==> src/rtl/controller_instruction_prefetch_pkg.sv <==
// Shared types and sizing for the controller instruction prefetch unit.
// Widths and FIFO depth are fixed here so the FIFO entry type matches everywhere.
package controller_fetch_pkg;

    localparam int ADDR_WIDTH = 13;
    localparam int DATA_WIDTH = 32;
    localparam int FIFO_DEPTH = 4;
    localparam int PTR_WIDTH  = $clog2(FIFO_DEPTH);
    localparam int CNT_WIDTH  = PTR_WIDTH + 1;
    localparam logic [ADDR_WIDTH-1:0] RESET_PC_DEFAULT = 13'h0000;

    typedef enum logic [1:0] {
        IDLE     = 2'd0,
        FETCH    = 2'd1,
        REDIRECT = 2'd2
    } fetch_state_t;

    typedef struct packed {
        logic [ADDR_WIDTH-1:0] pc;
        logic [DATA_WIDTH-1:0] data;
    } fetch_entry_t;

    // Next sequential word address; wraps naturally at 2**ADDR_WIDTH
    function automatic logic [ADDR_WIDTH-1:0] pc_incr(input logic [ADDR_WIDTH-1:0] pc);
        return pc + {{(ADDR_WIDTH-1){1'b0}}, 1'b1};
    endfunction

endpackage

==> src/rtl/controller_instruction_prefetch_if.sv <==
// ROM port-2 read bus, redirect input and instruction valid/ready stream.
// master = prefetch unit side, slave = ROM/sequencer side.
interface controller_instruction_prefetch_if;
    import controller_fetch_pkg::*;

    logic                  enable;
    logic [ADDR_WIDTH-1:0] rom_address;
    logic                  rom_chipselect;
    logic                  rom_clken;
    logic [DATA_WIDTH-1:0] rom_readdata;
    logic                  redirect_valid;
    logic [ADDR_WIDTH-1:0] redirect_pc;
    logic                  inst_valid;
    logic                  inst_ready;
    logic [DATA_WIDTH-1:0] inst_data;
    logic [ADDR_WIDTH-1:0] inst_pc;

    modport master (
        input  enable, rom_readdata, redirect_valid, redirect_pc, inst_ready,
        output rom_address, rom_chipselect, rom_clken, inst_valid, inst_data, inst_pc
    );

    modport slave (
        output enable, rom_readdata, redirect_valid, redirect_pc, inst_ready,
        input  rom_address, rom_chipselect, rom_clken, inst_valid, inst_data, inst_pc
    );

endinterface

==> src/rtl/controller_instruction_prefetch_fifo.sv <==
// Small synchronous FIFO of fetched words with a registered head entry.
// Flush wins over push and pop; count_next feeds the fetch credit check.
module controller_fetch_fifo
    import controller_fetch_pkg::*;
(
    input  logic                 clk,
    input  logic                 reset_n,
    input  logic                 flush,
    input  logic                 push,
    input  fetch_entry_t         push_entry,
    input  logic                 pop,
    output fetch_entry_t         head,
    output logic                 head_valid,
    output logic [CNT_WIDTH-1:0] count_next
);

    localparam logic [CNT_WIDTH-1:0] DEPTH_CNT = CNT_WIDTH'(FIFO_DEPTH);
    localparam logic [CNT_WIDTH-1:0] ONE_CNT   = {{(CNT_WIDTH-1){1'b0}}, 1'b1};
    localparam logic [PTR_WIDTH-1:0] ONE_PTR   = {{(PTR_WIDTH-1){1'b0}}, 1'b1};

    fetch_entry_t         mem_r [FIFO_DEPTH];
    fetch_entry_t         head_r;
    fetch_entry_t         head_nxt_s;
    logic                 head_valid_r;
    logic [PTR_WIDTH-1:0] rd_ptr_r;
    logic [PTR_WIDTH-1:0] wr_ptr_r;
    logic [CNT_WIDTH-1:0] count_r;
    logic [CNT_WIDTH-1:0] count_nxt_s;
    logic                 pop_ok_s;
    logic                 push_ok_s;

    // Qualify requests and work out next occupancy and the next head word
    always_comb begin
        pop_ok_s    = pop && (count_r != '0);
        push_ok_s   = push && ((count_r != DEPTH_CNT) || pop_ok_s);
        count_nxt_s = count_r;
        head_nxt_s  = head_r;
        if (flush) begin
            count_nxt_s = '0;
            head_nxt_s  = '0;
        end else begin
            case ({push_ok_s, pop_ok_s})
                2'b10:   count_nxt_s = count_r + ONE_CNT;
                2'b01:   count_nxt_s = count_r - ONE_CNT;
                default: count_nxt_s = count_r;
            endcase
            // A word pushed into an (about to be) empty FIFO bypasses storage into the head
            if (pop_ok_s) begin
                if (count_r > ONE_CNT) begin
                    head_nxt_s = mem_r[rd_ptr_r + ONE_PTR];
                end else if (push_ok_s) begin
                    head_nxt_s = push_entry;
                end else begin
                    head_nxt_s = head_r;
                end
            end else if ((count_r == '0) && push_ok_s) begin
                head_nxt_s = push_entry;
            end else begin
                head_nxt_s = head_r;
            end
        end
    end

    // Storage, pointers, occupancy and the registered head
    always_ff @(posedge clk or negedge reset_n) begin
        if (!reset_n) begin
            for (int i = 0; i < FIFO_DEPTH; i++) begin
                mem_r[i] <= '0;
            end
            rd_ptr_r     <= '0;
            wr_ptr_r     <= '0;
            count_r      <= '0;
            head_r       <= '0;
            head_valid_r <= 1'b0;
        end else begin
            count_r      <= count_nxt_s;
            head_r       <= head_nxt_s;
            head_valid_r <= (count_nxt_s != '0);
            if (flush) begin
                rd_ptr_r <= '0;
                wr_ptr_r <= '0;
            end else begin
                if (push_ok_s) begin
                    mem_r[wr_ptr_r] <= push_entry;
                    wr_ptr_r        <= wr_ptr_r + ONE_PTR;
                end
                if (pop_ok_s) begin
                    rd_ptr_r <= rd_ptr_r + ONE_PTR;
                end
            end
        end
    end

    assign head       = head_r;
    assign head_valid = head_valid_r;
    assign count_next = count_nxt_s;

endmodule

==> src/rtl/controller_instruction_prefetch.sv <==
// Sequential instruction fetch from ROM port 2 with 1-cycle read latency,
// credit-limited issue into a small FIFO, and redirect flush of buffered/in-flight words.
module controller_instruction_prefetch
    import controller_fetch_pkg::*;
#(
    parameter logic [ADDR_WIDTH-1:0] RESET_PC = RESET_PC_DEFAULT
)(
    input  logic                                clk,
    input  logic                                reset_n,
    controller_instruction_prefetch_if.master   bus
);

    localparam logic [CNT_WIDTH-1:0] DEPTH_CNT = CNT_WIDTH'(FIFO_DEPTH);

    fetch_state_t          state_r;
    fetch_state_t          state_nxt_s;
    logic [ADDR_WIDTH-1:0] fetch_pc_r;
    logic [ADDR_WIDTH-1:0] rom_address_r;
    logic                  rom_cs_r;
    logic                  issue_nxt_s;
    logic                  inflight_r;
    logic                  kill_r;
    logic [ADDR_WIDTH-1:0] inflight_pc_r;
    logic                  push_s;
    logic                  pop_s;
    fetch_entry_t          push_entry_s;
    fetch_entry_t          head_s;
    logic                  head_valid_s;
    logic [CNT_WIDTH-1:0]  count_nxt_s;

    // Next state; a redirect overrides everything
    always_comb begin
        state_nxt_s = state_r;
        if (bus.redirect_valid) begin
            state_nxt_s = REDIRECT;
        end else begin
            case (state_r)
                IDLE:     state_nxt_s = bus.enable ? FETCH : IDLE;
                FETCH:    state_nxt_s = bus.enable ? FETCH : IDLE;
                REDIRECT: state_nxt_s = bus.enable ? FETCH : IDLE;
                default:  state_nxt_s = IDLE;
            endcase
        end
    end

    // Credit check for next cycle: the read issued this cycle is in flight then
    always_comb begin
        issue_nxt_s = 1'b0;
        if (state_nxt_s == FETCH) begin
            issue_nxt_s = (count_nxt_s + {{(CNT_WIDTH-1){1'b0}}, rom_cs_r}) < DEPTH_CNT;
        end else begin
            issue_nxt_s = 1'b0;
        end
    end

    // FSM, fetch pointer, registered ROM strobe/address and in-flight tracking
    always_ff @(posedge clk or negedge reset_n) begin
        if (!reset_n) begin
            state_r       <= IDLE;
            fetch_pc_r    <= RESET_PC;
            rom_address_r <= RESET_PC;
            rom_cs_r      <= 1'b0;
            inflight_r    <= 1'b0;
            kill_r        <= 1'b0;
            inflight_pc_r <= RESET_PC;
        end else begin
            state_r       <= state_nxt_s;
            rom_cs_r      <= issue_nxt_s;
            inflight_r    <= rom_cs_r;
            kill_r        <= bus.redirect_valid;
            inflight_pc_r <= rom_address_r;
            if (bus.redirect_valid) begin
                fetch_pc_r <= bus.redirect_pc;
            end else if (issue_nxt_s) begin
                rom_address_r <= fetch_pc_r;
                fetch_pc_r    <= pc_incr(fetch_pc_r);
            end
        end
    end

    assign push_s       = inflight_r && !kill_r;
    assign pop_s        = head_valid_s && bus.inst_ready;
    assign push_entry_s = '{pc: inflight_pc_r, data: bus.rom_readdata};

    controller_fetch_fifo u_fifo (
        .clk        (clk),
        .reset_n    (reset_n),
        .flush      (bus.redirect_valid),
        .push       (push_s),
        .push_entry (push_entry_s),
        .pop        (pop_s),
        .head       (head_s),
        .head_valid (head_valid_s),
        .count_next (count_nxt_s)
    );

    assign bus.rom_address    = rom_address_r;
    assign bus.rom_chipselect = rom_cs_r;
    assign bus.rom_clken      = rom_cs_r;
    assign bus.inst_valid     = head_valid_s;
    assign bus.inst_data      = head_s.data;
    assign bus.inst_pc        = head_s.pc;

endmodule

==> src/flat_wrapper.sv <==
// flat-port wrapper written by rule: the top's interface ports become plain ports
module controller_instruction_prefetch_flat import controller_fetch_pkg::*;
#(
    parameter logic [ADDR_WIDTH-1:0] RESET_PC = RESET_PC_DEFAULT
)
  (clk, reset_n, bus_enable, bus_rom_readdata, bus_redirect_valid, bus_redirect_pc, bus_inst_ready, bus_rom_address, bus_rom_chipselect, bus_rom_clken, bus_inst_valid, bus_inst_data, bus_inst_pc);
  controller_instruction_prefetch_if bus_i ();
  input  logic clk;
  input  logic reset_n;
  input wire logic [$bits(bus_i.enable)-1:0] bus_enable;
  input wire logic [$bits(bus_i.rom_readdata)-1:0] bus_rom_readdata;
  input wire logic [$bits(bus_i.redirect_valid)-1:0] bus_redirect_valid;
  input wire logic [$bits(bus_i.redirect_pc)-1:0] bus_redirect_pc;
  input wire logic [$bits(bus_i.inst_ready)-1:0] bus_inst_ready;
  output wire logic [$bits(bus_i.rom_address)-1:0] bus_rom_address;
  output wire logic [$bits(bus_i.rom_chipselect)-1:0] bus_rom_chipselect;
  output wire logic [$bits(bus_i.rom_clken)-1:0] bus_rom_clken;
  output wire logic [$bits(bus_i.inst_valid)-1:0] bus_inst_valid;
  output wire logic [$bits(bus_i.inst_data)-1:0] bus_inst_data;
  output wire logic [$bits(bus_i.inst_pc)-1:0] bus_inst_pc;
  assign bus_i.enable = bus_enable;
  assign bus_i.rom_readdata = bus_rom_readdata;
  assign bus_i.redirect_valid = bus_redirect_valid;
  assign bus_i.redirect_pc = bus_redirect_pc;
  assign bus_i.inst_ready = bus_inst_ready;
  assign bus_rom_address = bus_i.rom_address;
  assign bus_rom_chipselect = bus_i.rom_chipselect;
  assign bus_rom_clken = bus_i.rom_clken;
  assign bus_inst_valid = bus_i.inst_valid;
  assign bus_inst_data = bus_i.inst_data;
  assign bus_inst_pc = bus_i.inst_pc;
  controller_instruction_prefetch #(.RESET_PC(RESET_PC)) u_core (.clk(clk), .reset_n(reset_n), .bus(bus_i));
endmodule
==> config.mk <==
export PLATFORM = sky130hd
export DESIGN_NAME = controller_instruction_prefetch_flat
export DESIGN_NICKNAME = d
export VERILOG_FILES = /design/src/rtl/controller_instruction_prefetch_pkg.sv /design/src/rtl/controller_instruction_prefetch_if.sv /design/src/rtl/controller_instruction_prefetch_fifo.sv /design/src/rtl/controller_instruction_prefetch.sv /design/src/flat_wrapper.sv
export SDC_FILE = /design/constraint.sdc
export NUM_CORES = 1
export LEC_CHECK = 0
export BUFFER_PORTS_ARGS = -buffer_cell sky130_fd_sc_hd__buf_2
export CAP_MARGIN = 5
export CORE_MARGIN = 5
export CORE_UTILIZATION = 41
export CTS_BUF_LIST = sky130_fd_sc_hd__clkbuf_4 sky130_fd_sc_hd__clkbuf_8
export DETAILED_ROUTE_END_ITERATION = 10
export PLACE_DENSITY_LB_ADDON = 0.3
export SLEW_MARGIN = 0
export SYNTH_ARGS = -nofsm -noshare
export SYNTH_HDL_FRONTEND = slang
export SYNTH_SLANG_ARGS = --single-unit
==> constraint.sdc <==
create_clock -name clk -period 3.44 [get_ports clk]
set_input_delay 0 -clock clk [delete_from_list [all_inputs] [get_ports clk]]
set_output_delay 0 -clock clk [all_outputs]
set_load 0.05 [all_outputs]
==> qor.csv <==
metric,value,unit
Routed WL,26800,um
"Cell Area, Synth",12200,um^2
Initial Utilization,41.4,%
pin count of the biggest net entering global routing,119,
Boundary Pins,111,
post-route DRC violation count,0,
dpl hpwl,16100,um
clk_lat worst skew,0.56,ns
Least-Margin Pin Slew,0.902,ns
r2r setup slk,0.28,ns
Synth cell types,43,
WL/cell,18.6,um
H-tree Lvls,2,
clock sink count,276,
Max rail drop VDD,0.000445,V
Core ar.,29600,um^2
ys async rst share,100,%
RD Place Congestion,0.833,
Power Density,607,nW/um^2
critical path class,reg2reg,
"most common cell after layout, fill and taps aside",dfrtp_1,
vias per inst,5.32,
element type at the critical path start,flop,
Setup crit end kind,flop,
Max Root-Sink Buffers,3,
relative max-transition margin,39.9,%
fraction of layout cells with a size suffix above 1,43.8,%
dominant synthesized flop cell,dfrtp_1,
drt first pass iters,4,
grt total ovfl,0,
WP data arrival,3.61,ns
Mean Syn Cell Area,14.4,um^2
# rows,63,
CTS tree,done,
post-route design area,14800,um^2
"EDFF count, synth",0,
DP Area,13300,um^2
#FFs+latches synth,276,
CTS buffer count,48,
crit share post-route,92.0,%
# port buffers,110,
# setup viols final,0,
Lkg Pwr,6.87,nW
antenna-violating nets left,0,
RSZ-0062 raised after global routing,no,
most frequent cells in the layout,"dfrtp_1 (274), mux2_2 (193), buf_2 (109)",
fin. max-slew vios,0,
Critical R2R Launch,u_core.u_fifo.count_r[0]$_DFF_PN0_,
Tot GR Track Use,16.4,%
die height,183,um
Nets,1082,
min Tclk post-route,3.16,ns
FF-to-FF End,u_core.fetch_pc_r[1]$_DFFE_PN0P_,
crit path to,u_core.fetch_pc_r[1]$_DFFE_PN0P_,
vias in the first global route,8106,
status,finished clean,
Hold Path Class,in2async,
Root Buffer,clkbuf_8,
"Clk pin slew, worst setup/hold paths",0.06,ns
f_max,316,MHz
CP Launch Point,u_core.u_fifo.count_r[0]$_DFF_PN0_,
critical path peak fanout,24,
ant diodes,0,
DRT iter0 DRCs,393,
Fin Setup TNS,0,ns
first-pass GRT wire length,44600,um
initial antenna violation count,0,
Die ar.,33400,um^2
via count,7674,
die width,183,um
final hold violation count,0,
Syn Nets,907,
"Seq/Total Area, Yosys",56.5,%
Area Overhead vs Synth,20.9,%
Reg2Reg Depth,9,
Synth Warn #,0,
Gate Count Post-Synth,848,
clk_skew,0.0224,ns
max-cap viol count,0,
worst endpoint required time,3.88,ns
[how the worst min path moves through the flow]
stage	depth (start not counted)	slack, ns	endpoint
floorplan	0	-0.30	u_core.bus.rom_address[0]$_DFFE_PN0P_
global placement	1	0.16	u_core.u_fifo.mem_r[102]$_DFFE_PN0P_
detailed placement	1	0.17	u_core.u_fifo.mem_r[101]$_DFFE_PN0P_
CTS	5	0.06	u_core.u_fifo.rd_ptr_r[0]$_DFFE_PN0N_
global route	4	0.17	u_core.u_fifo.count_r[1]$_DFF_PN0_
finish	2	0.12	u_core.u_fifo.mem_r[101]$_DFFE_PN0P_
[layout make-up]
class | instances | area (um^2)
fill | 2587 | 14800
sequential | 276 | 6910
multi-input combinational | 511 | 5080
timing repair buffer | 180 | 1300
clock buffer | 73 | 905
tap | 390 | 488
clock inverter | 7 | 72.6
inverter | 6 | 22.5
[sequential cells by signal, indices dropped and copies added (netlist names)]
name	flops
u_core.fetch_pc_r	13
u_core.u_fifo.wr_ptr_r	2
u_core.u_fifo.mem_r	180
u_core.u_fifo.head_valid	1
u_core.u_fifo.rd_ptr_r	2
u_core.inflight_pc_r	13
u_core.state_r	1
u_core.kill_r	1
u_core.bus.rom_chipselect	1
u_core.bus.rom_address	13
u_core.inflight_r	1
u_core.u_fifo.count_r	3
u_core.u_fifo.head	45
[worst max-delay path, stage by stage (launching register included)]
cell           delay, ns
dfrtp_1             0.41
inv_1               0.15
ha_1                0.29
nand3b_1            0.26
and3_4              0.24
o311ai_4            0.33
a21oi_2             0.28
o311ai_0            0.41
nand3_1             0.12
dlygate4sd3_1       0.57
[stage by stage]
stage	worst slack, ns	hold slack, ns	utilization, %	power (mW)	std cells
floorplan	0.917	-0.296	-	5.41	848
global placement	0.648	0.161	45.0	5.93	1311
detailed placement	0.549	0.165	45.0	5.98	1311
CTS	0.211	0.0618	50.0	9.10	1443
global route	0.0244	0.168	50.0	9.46	1443
finish	0.276	0.116	50.0	8.98	1443
[synth_stat cells (all sizes together) (3+ instances only)]
| cell | n | area (um^2) |
|---|---|---|
| clkbuf | 24 | 90.1 |
| buf | 31 | 163 |
| o31ai | 12 | 95.1 |
| nor2 | 68 | 255 |
| inv | 6 | 22.5 |
| ha | 9 | 113 |
| and2 | 3 | 18.8 |
| mux2i | 46 | 460 |
| or4 | 11 | 82.6 |
| dfrtp | 276 | 6910 |
| a31oi | 11 | 68.8 |
| a21oi | 3 | 18.8 |
| xnor2 | 3 | 26.3 |
| nand3 | 9 | 45.0 |
| mux2 | 193 | 2170 |
| nor2b | 4 | 27.5 |
| nand2 | 18 | 67.6 |
| a211oi | 46 | 345 |
| mux4 | 45 | 1010 |
| nand4 | 7 | 43.8 |
| o311ai | 3 | 43.8 |
| and3 | 7 | 48.8 |
[where the power goes]
part | switching [mW] | internal, mW
Combinational | 1.01 | 0.770
Clock | 1.28 | 1.74
Sequential | 0.382 | 3.79
[cell families (layout without fill, tap and decap cells)]
kind of cell,after synthesis,in the layout,synth area share [%]
AOI/OAI and AO/OA,82,82,5.17
DFF,276,276,56.5
muxes,284,284,29.8
buffers and inverters,61,266,2.25
and+or+nand+nor,132,132,5.10
xor gates and xnor gates,4,4,0.286
adders and majority gates,9,9,0.921
[routing by layer]
layer  routed length [um]  share of wire [%]  vias up  GRT usage (%)
met5                    0                  0        -              0
met4                  425                1.6        0           4.23
met3                 1070                4.0       38           2.96
met2                13000                 48      165           26.3
met1                12300                 46     3945           23.4
li1                     -                  -     3526              -
[what timing repair did]
item / CTS / global route
gates resized for setup: 0 / 1
endpoints found under the hold margin: 289 / 0
hold buffers: 52 / 0
setup endpoints to repair: 0 / 2
buffers inserted: 0 / 0
No activity file was read; power rests on OpenSTA's default activity.
